**config.mk**
```make
export PLATFORM = sky130hd
export DESIGN_NAME = pgr_uart_tx_gen
export DESIGN_NICKNAME = d
export VERILOG_FILES = /design/src/rtl/pgr_uart_pkg.sv /design/src/rtl/pgr_uart_sync2.sv /design/src/rtl/pgr_uart_tx_gen.sv
export SDC_FILE = /design/constraint.sdc
export NUM_CORES = 1
export LEC_CHECK = 0
export BUFFER_PORTS_ARGS = -buffer_cell sky130_fd_sc_hd__buf_2
export CAP_MARGIN = 20
export CORE_MARGIN = 5
export CORE_UTILIZATION = 35
export DETAILED_ROUTE_END_ITERATION = 10
export PLACE_DENSITY = 0.64
export SYNTH_ARGS = -nofsm -noshare
export SYNTH_HDL_FRONTEND = slang
export SYNTH_SLANG_ARGS = --single-unit
```
**constraint.sdc**
```tcl
create_clock -name clk -period 2.79 [get_ports clk]
set_input_delay 0.1395 -clock clk [delete_from_list [all_inputs] [get_ports clk]]
set_output_delay 0.1395 -clock clk [all_outputs]
set_load 0.01 [all_outputs]
```
**src/rtl/pgr_uart_pkg.sv**
```systemverilog
// Shared encodings, FSM state type and helper functions for the parametrised
// UART transmitter of the uart2apb bridge.
package pgr_uart_pkg;

  // Parity type field encodings
  localparam logic [1:0] PAR_EVEN  = 2'b00;
  localparam logic [1:0] PAR_ODD   = 2'b01;
  localparam logic [1:0] PAR_SPACE = 2'b10;
  localparam logic [1:0] PAR_MARK  = 2'b11;

  // Stop length field encodings (2'b11 behaves as two stop bits as well)
  localparam logic [1:0] STOP_1    = 2'b00;
  localparam logic [1:0] STOP_1P5  = 2'b01;
  localparam logic [1:0] STOP_2    = 2'b10;

  // Width of the tick counter; large enough for two stop bits at OVERSAMPLE=16
  localparam int unsigned CNT_W = 6;

  // Transmitter FSM states
  typedef enum logic [2:0] {
    ST_IDLE   = 3'd0,
    ST_START  = 3'd1,
    ST_DATA   = 3'd2,
    ST_PARITY = 3'd3,
    ST_STOP   = 3'd4,
    ST_BREAK  = 3'd5
  } tx_state_e;

  // Number of clk_en ticks spent in the stop phase for a given stop field.
  // OVERSAMPLE is even, so the 1.5 stop case is exact.
  function automatic logic [CNT_W-1:0] stop_ticks(input logic [1:0]       stop_len,
                                                  input logic [CNT_W-1:0] os);
    logic [CNT_W-1:0] ticks;
    case (stop_len)
      STOP_1:   ticks = os;
      STOP_1P5: ticks = os + (os >> 1);
      STOP_2:   ticks = os << 1;
      default:  ticks = os << 1;
    endcase
    return ticks;
  endfunction

  // Parity bit over the lowest n bits of data; bits at or above n do not
  // contribute, so stale upper FIFO bits can never disturb the parity.
  function automatic logic parity_bit(input logic [15:0] data,
                                      input logic [3:0]  n,
                                      input logic [1:0]  ptype);
    logic acc;
    logic par;
    acc = 1'b0;
    for (int unsigned i = 32'd0; i < 32'd16; i++) begin
      if (4'(i) < n) begin
        acc = acc ^ data[4'(i)];
      end else begin
        acc = acc;
      end
    end
    case (ptype)
      PAR_EVEN:  par = acc;
      PAR_ODD:   par = ~acc;
      PAR_SPACE: par = 1'b0;
      PAR_MARK:  par = 1'b1;
      default:   par = 1'b1;
    endcase
    return par;
  endfunction

endpackage

```
**src/rtl/pgr_uart_sync2.sv**
```systemverilog
// Two-flop synchroniser for the asynchronous active-low CTS input.
// Resets to 1 so the line reads "not clear to send" until proven otherwise.
module pgr_uart_sync2 (
  input  logic clk,
  input  logic rst_n,
  input  logic d,
  output logic q
);

  logic meta_r;
  logic sync_r;

  // Two-stage resynchronisation of d into the clk domain
  always_ff @(posedge clk or negedge rst_n) begin
    if (!rst_n) begin
      meta_r <= 1'b1;
      sync_r <= 1'b1;
    end else begin
      meta_r <= d;
      sync_r <= meta_r;
    end
  end

  assign q = sync_r;

endmodule

```
**src/rtl/pgr_uart_tx_gen.sv**
```systemverilog
// Parametrised UART transmitter. Drains a show-ahead TX FIFO and serialises
// each word onto txd with per-frame latched configuration, optional parity
// (even/odd/space/mark), 1/1.5/2 stop bits, CTS flow control and break.
module pgr_uart_tx_gen
  import pgr_uart_pkg::*;
#(
  parameter int unsigned OVERSAMPLE = 6,
  parameter int unsigned DATA_W     = 8
) (
  input  logic              clk,
  input  logic              rst_n,
  input  logic              clk_en,
  input  logic [DATA_W-1:0] tx_fifo_rd_data,
  input  logic              tx_fifo_rd_data_valid,
  output logic              tx_fifo_rd_data_req,
  input  logic [2:0]        uart_word_len,
  input  logic              uart_parity_en,
  input  logic [1:0]        uart_parity_type,
  input  logic [1:0]        uart_stop_len,
  input  logic              uart_mode,
  input  logic              cts_en,
  input  logic              cts_n,
  input  logic              tx_break,
  output logic              txd,
  output logic              tx_busy,
  output logic              tx_done
);

  localparam logic [CNT_W-1:0] OS_TICKS = CNT_W'(OVERSAMPLE);
  localparam logic [CNT_W-1:0] OS_LAST  = OS_TICKS - 6'd1;
  localparam logic [3:0]       DW_BITS  = 4'(DATA_W);

  // FSM and counters
  tx_state_e        state_r;
  logic [CNT_W-1:0] tick_cnt_r;
  logic [3:0]       bit_cnt_r;
  logic             brk_rel_r;

  // Per-frame latched word and configuration
  logic [DATA_W-1:0] data_r;
  logic [3:0]        n_r;
  logic              par_en_r;
  logic [1:0]        ptype_r;
  logic [1:0]        stop_r;
  logic              mode_r;

  // Registered outputs
  logic txd_r;
  logic req_r;
  logic busy_r;
  logic done_r;

  // Combinational helpers
  logic             cts_sync_s;
  logic [3:0]       wl_sum_s;
  logic [3:0]       n_sel_s;
  logic [3:0]       bit_sel_s;
  logic [3:0]       bit_idx_s;
  logic [15:0]      data_ext_s;
  logic             bit_val_s;
  logic             par_s;
  logic [CNT_W-1:0] stop_last_s;
  logic             launch_ok_s;

  pgr_uart_sync2 u_cts_sync (
    .clk   (clk),
    .rst_n (rst_n),
    .d     (cts_n),
    .q     (cts_sync_s)
  );

  // Effective word length for the next frame: 5 + field, clamped to DATA_W
  always_comb begin
    wl_sum_s = {1'b0, uart_word_len} + 4'd5;
    n_sel_s  = 4'd0;
    if (wl_sum_s > DW_BITS) begin
      n_sel_s = DW_BITS;
    end else begin
      n_sel_s = wl_sum_s;
    end
  end

  // Bit selection mux: data bit to drive on the next bit boundary, picked by
  // the bit counter in the latched order (no shifted copy of the word kept)
  always_comb begin
    bit_sel_s = 4'd0;
    bit_idx_s = 4'd0;
    if (state_r == ST_DATA) begin
      bit_sel_s = bit_cnt_r + 4'd1;
    end else begin
      bit_sel_s = 4'd0;
    end
    if (mode_r) begin
      bit_idx_s = n_r - 4'd1 - bit_sel_s;
    end else begin
      bit_idx_s = bit_sel_s;
    end
    data_ext_s = 16'(data_r);
    bit_val_s  = data_ext_s[bit_idx_s];
  end

  // Parity, stop length and launch qualification from latched/current state
  always_comb begin
    par_s       = parity_bit(16'(data_r), n_r, ptype_r);
    stop_last_s = stop_ticks(stop_r, OS_TICKS) - 6'd1;
    launch_ok_s = tx_fifo_rd_data_valid && (!cts_en || !cts_sync_s);
  end

  // Transmit FSM: frame sequencing, per-frame latching and registered outputs
  always_ff @(posedge clk or negedge rst_n) begin
    if (!rst_n) begin
      state_r    <= ST_IDLE;
      tick_cnt_r <= 6'd0;
      bit_cnt_r  <= 4'd0;
      brk_rel_r  <= 1'b0;
      data_r     <= '0;
      n_r        <= 4'd0;
      par_en_r   <= 1'b0;
      ptype_r    <= 2'b00;
      stop_r     <= 2'b00;
      mode_r     <= 1'b0;
      txd_r      <= 1'b1;
      req_r      <= 1'b0;
      busy_r     <= 1'b0;
      done_r     <= 1'b0;
    end else begin
      req_r  <= 1'b0;
      done_r <= 1'b0;
      if (clk_en) begin
        case (state_r)
          ST_IDLE: begin
            tick_cnt_r <= 6'd0;
            bit_cnt_r  <= 4'd0;
            if (tx_break) begin
              state_r   <= ST_BREAK;
              brk_rel_r <= 1'b0;
              txd_r     <= 1'b0;
              busy_r    <= 1'b1;
            end else if (launch_ok_s) begin
              state_r  <= ST_START;
              data_r   <= tx_fifo_rd_data;
              n_r      <= n_sel_s;
              par_en_r <= uart_parity_en;
              ptype_r  <= uart_parity_type;
              stop_r   <= uart_stop_len;
              mode_r   <= uart_mode;
              req_r    <= 1'b1;
              txd_r    <= 1'b0;
              busy_r   <= 1'b1;
            end else begin
              txd_r  <= 1'b1;
              busy_r <= 1'b0;
            end
          end

          ST_START: begin
            if (tick_cnt_r == OS_LAST) begin
              tick_cnt_r <= 6'd0;
              state_r    <= ST_DATA;
              txd_r      <= bit_val_s;
            end else begin
              tick_cnt_r <= tick_cnt_r + 6'd1;
            end
          end

          ST_DATA: begin
            if (tick_cnt_r == OS_LAST) begin
              tick_cnt_r <= 6'd0;
              if (bit_cnt_r == n_r - 4'd1) begin
                bit_cnt_r <= 4'd0;
                if (par_en_r) begin
                  state_r <= ST_PARITY;
                  txd_r   <= par_s;
                end else begin
                  state_r <= ST_STOP;
                  txd_r   <= 1'b1;
                end
              end else begin
                bit_cnt_r <= bit_cnt_r + 4'd1;
                txd_r     <= bit_val_s;
              end
            end else begin
              tick_cnt_r <= tick_cnt_r + 6'd1;
            end
          end

          ST_PARITY: begin
            if (tick_cnt_r == OS_LAST) begin
              tick_cnt_r <= 6'd0;
              state_r    <= ST_STOP;
              txd_r      <= 1'b1;
            end else begin
              tick_cnt_r <= tick_cnt_r + 6'd1;
            end
          end

          ST_STOP: begin
            // The tick counter spans the whole stop period here
            if (tick_cnt_r == stop_last_s) begin
              tick_cnt_r <= 6'd0;
              state_r    <= ST_IDLE;
              busy_r     <= 1'b0;
              done_r     <= 1'b1;
            end else begin
              tick_cnt_r <= tick_cnt_r + 6'd1;
            end
          end

          ST_BREAK: begin
            if (!brk_rel_r) begin
              // Line held low until the request drops, then one mark bit
              if (!tx_break) begin
                brk_rel_r  <= 1'b1;
                tick_cnt_r <= 6'd0;
                txd_r      <= 1'b1;
              end else begin
                txd_r <= 1'b0;
              end
            end else if (tick_cnt_r == OS_LAST) begin
              tick_cnt_r <= 6'd0;
              brk_rel_r  <= 1'b0;
              state_r    <= ST_IDLE;
              busy_r     <= 1'b0;
            end else begin
              tick_cnt_r <= tick_cnt_r + 6'd1;
            end
          end

          default: begin
            state_r    <= ST_IDLE;
            tick_cnt_r <= 6'd0;
            bit_cnt_r  <= 4'd0;
            brk_rel_r  <= 1'b0;
            txd_r      <= 1'b1;
            busy_r     <= 1'b0;
          end
        endcase
      end
    end
  end

  assign txd                 = txd_r;
  assign tx_fifo_rd_data_req = req_r;
  assign tx_busy             = busy_r;
  assign tx_done             = done_r;

endmodule

```
==> metrics.cfg <==
[status]
status = finished clean

[synthesis]
netlist_instances = 265
synth-seq-area-share_pct = 38.0
synth_ff_type = dfrtp_1
synth_fp_nets = 301
avgSynthCellArea_um2 = 9.48
ys_ff_latch = 38
yosysWarnings = 0
netlist-cell-type-count = 56
syn_area_mm2 = 0.00251
synthArstFlopShare_pct = 100
synth_edf_count = 0

[critical_path]
crit_slowest_cell = dfrtp_1
cp_slowest_stage_delay_ns = 0.47
startpoint_type = register
path_delay_family = compound AO/OA/AOI/OAI gates
required_ns = 3.00
crit_buf_inv = 1
cp-end-kind = register
worstSetupPathType = reg -> reg
path_cells = inv_1 -> ha_1 -> and2b_1 -> a2bb2oi_1 -> o22ai_1 -> a21oi_1 -> xnor3_1 -> or3_1 -> a211oi_1 -> o31ai_1
crit_arrival_ns = 2.86
cp_max_fo = 6

[detailed_routing]
post_drt_wl_per_cell_um = 13.3
firstDrtPassIters = 4
finalWirelength_mm = 5.23
drtIter0Drc = 189
vias = 1998
detail-route-antenna-nets = 0
drc = 0
vias_per_cell = 5.10

[sta]
postLayoutSetupSlackWorst_ns = 0.142
post-route-period-util_pct = 94.9
period_minus_slack_ns = 2.65
report.final.slew_viol_count = 0
max_freq_mhz = 378
worst_pin_slew_ns = 0.847
fin_setup_tns_ns = 0
fin_skew_ns = 0.00591
final_hold_viol_count = 0
slew_headroom_pct = 43.5
setup_violations = 0
rsz0062_at_grt = no

[clock_network]
cts-root-buf = clkbuf_8
clk_pin_slew_ns = 0.07
cts.sinks = 38
clock_latency_ns = 0.28
cts_buffers = 5
ctsResizeCount = 0
htreeDepth = 2
cts.path.max_buffers = 2
cts_setup_buffers = 0
cts_tree = built
ctsHoldBuffers = 2

[finish]
drive_above_1_share_pct = 20.9
num_antenna_cells = 0
multiInputGateArea_mm2 = 0.00145
layout.cells.most_common = dfrtp_1
syn2layout_area_growth_pct = 13.4
final_nets = 332
final_cell_mix = 35 x dfrtp_1, 27 x nand2_1, 27 x buf_2
nFillCells = 707
regArea_um2 = 955

[global_routing]
grt_pass1_vias = 1892
track_usage_pct = 12.4
grt_max_degree = 39
gr-total-overflow = 0
antenna_found_initial = 0
grt_pass1_wl_mm = 8.90

[floorplan]
chipHeight_um = 94.7
ioPinCount = 28
die_w_um = 94.7
core_mm2 = 0.00691
die-area_mm2 = 0.00897
num_rows = 30
start_util_pct = 36.4

[pwr]
leakagePower_nw = 1.26
ir_drop_mv = 0.248
p_per_area_mw_per_mm2 = 429

[min_path]
worst_hold_path_type = in -> reg

[job]
drv_cap = 0

[place]
portBuffers = 27
dp_hpwl_mm = 3.84
pre_cts_slack_ns = 0.123
routabilityCongestion = 0.838

-- per-stage QoR --
step                      cell area (um2)  hold slack [ns]  total power, mW  instances  util, %
after floorplan                      2510           -0.156            0.775        265        -
after global placement               2740            0.257            0.844        383     39.7
after detailed placement             2740            0.253            0.851        383     39.7
after CTS                            2850           0.0476             1.24        392     41.2
after global routing                 2850           0.0720             1.30        392     41.2
final                                2850           0.0545             1.22        392     41.2
-- final cells by class --
type	count	share of cell area (%)
Tap cell	96	4.22
Inverter	11	1.45
Clock buffer	7	3.03
Timing Repair Buffer	34	6.77
Sequential cell	38	33.5
Multi-Input combinational cell	206	51.0
-- synthesized netlist by cell type, drive strengths merged (7+ instances only) --
| library cell | count | share of area, % |
|---|---|---|
| dfrtp | 35 | 35 |
| nand2 | 27 | 4.0 |
| o21ai | 23 | 4.6 |
| nor2 | 17 | 2.5 |
| mux2 | 15 | 6.7 |
| a21oi | 14 | 2.8 |
| ha | 11 | 5.5 |
| inv | 11 | 1.6 |
| nand2b | 8 | 2.0 |
| nor2b | 8 | 2.0 |
| o31ai | 8 | 2.6 |
| nand3 | 7 | 1.4 |
| xnor2 | 7 | 2.4 |
| xor2 | 7 | 2.4 |
-- worst min-delay path, stage by stage --
cell and delay (ns):
buf_2 0.07, nand2_1 0.03, o21ai_0 0.05
-- sequential cells by signal (all words and copies together) (netlist names) --
signal and flops:
bit_cnt_r 4, brk_rel_r 1, data_r 8, mode_r 1
n_r 4, par_en_r 1, ptype_r 2, state_r 3
stop_r 2, tick_cnt_r 6, tx_busy 1, tx_done 1
tx_fifo_rd_data_req 1, txd 1, u_cts_sync.meta_r 1, u_cts_sync.q 1
-- logic make-up (layout without fill, tap and decap cells) --
kind of cell             Yosys count  in the layout  synth area share, %
adder cells (fa/ha/maj)           12             12                 6.28
flip-flops                        38             38                 38.0
multiplexers                      19             19                 9.32
XOR/XNOR                          15             15                 5.78
AO/OA/AOI/OAI                     68             68                 17.4
buffers and inverters             21             52                 4.33
AND/OR/NAND/NOR                   92             92                 18.8
-- where the power goes --
| group | switching (mW) | internal [mW] |
|---|---|---|
| clock | 0.185 | 0.196 |
| sequential | 0.0530 | 0.598 |
| combinational | 0.0977 | 0.0909 |
| total | 0.336 | 0.885 |
-- routing by layer --
| layer | part of all wire (%) | GRT usage, % |
|---|---|---|
| met2 | 45 | 18.9 |
| met3 | 4.1 | 2.23 |
| met5 | 0 | 0 |
| met1 | 49 | 17.2 |
| met4 | 1.9 | 4.93 |
-- worst paths after layout --
path / start / end / slack (ns) / depth (start not counted)
max reg2reg: n_r[0] / txd / 0.14 / 10
max in group asynchronous: rst_n / par_en_r / 1.76 / 2
min reg2reg: u_cts_sync.meta_r / u_cts_sync.q / 0.36 / 0
min: tx_fifo_rd_data[3] / data_r[3] / 0.05 / 3
max: n_r[0] / txd / 0.14 / 10
min in group asynchronous: rst_n / data_r[3] / 0.50 / 2
Note: power is estimated with default switching activity, not from simulation.
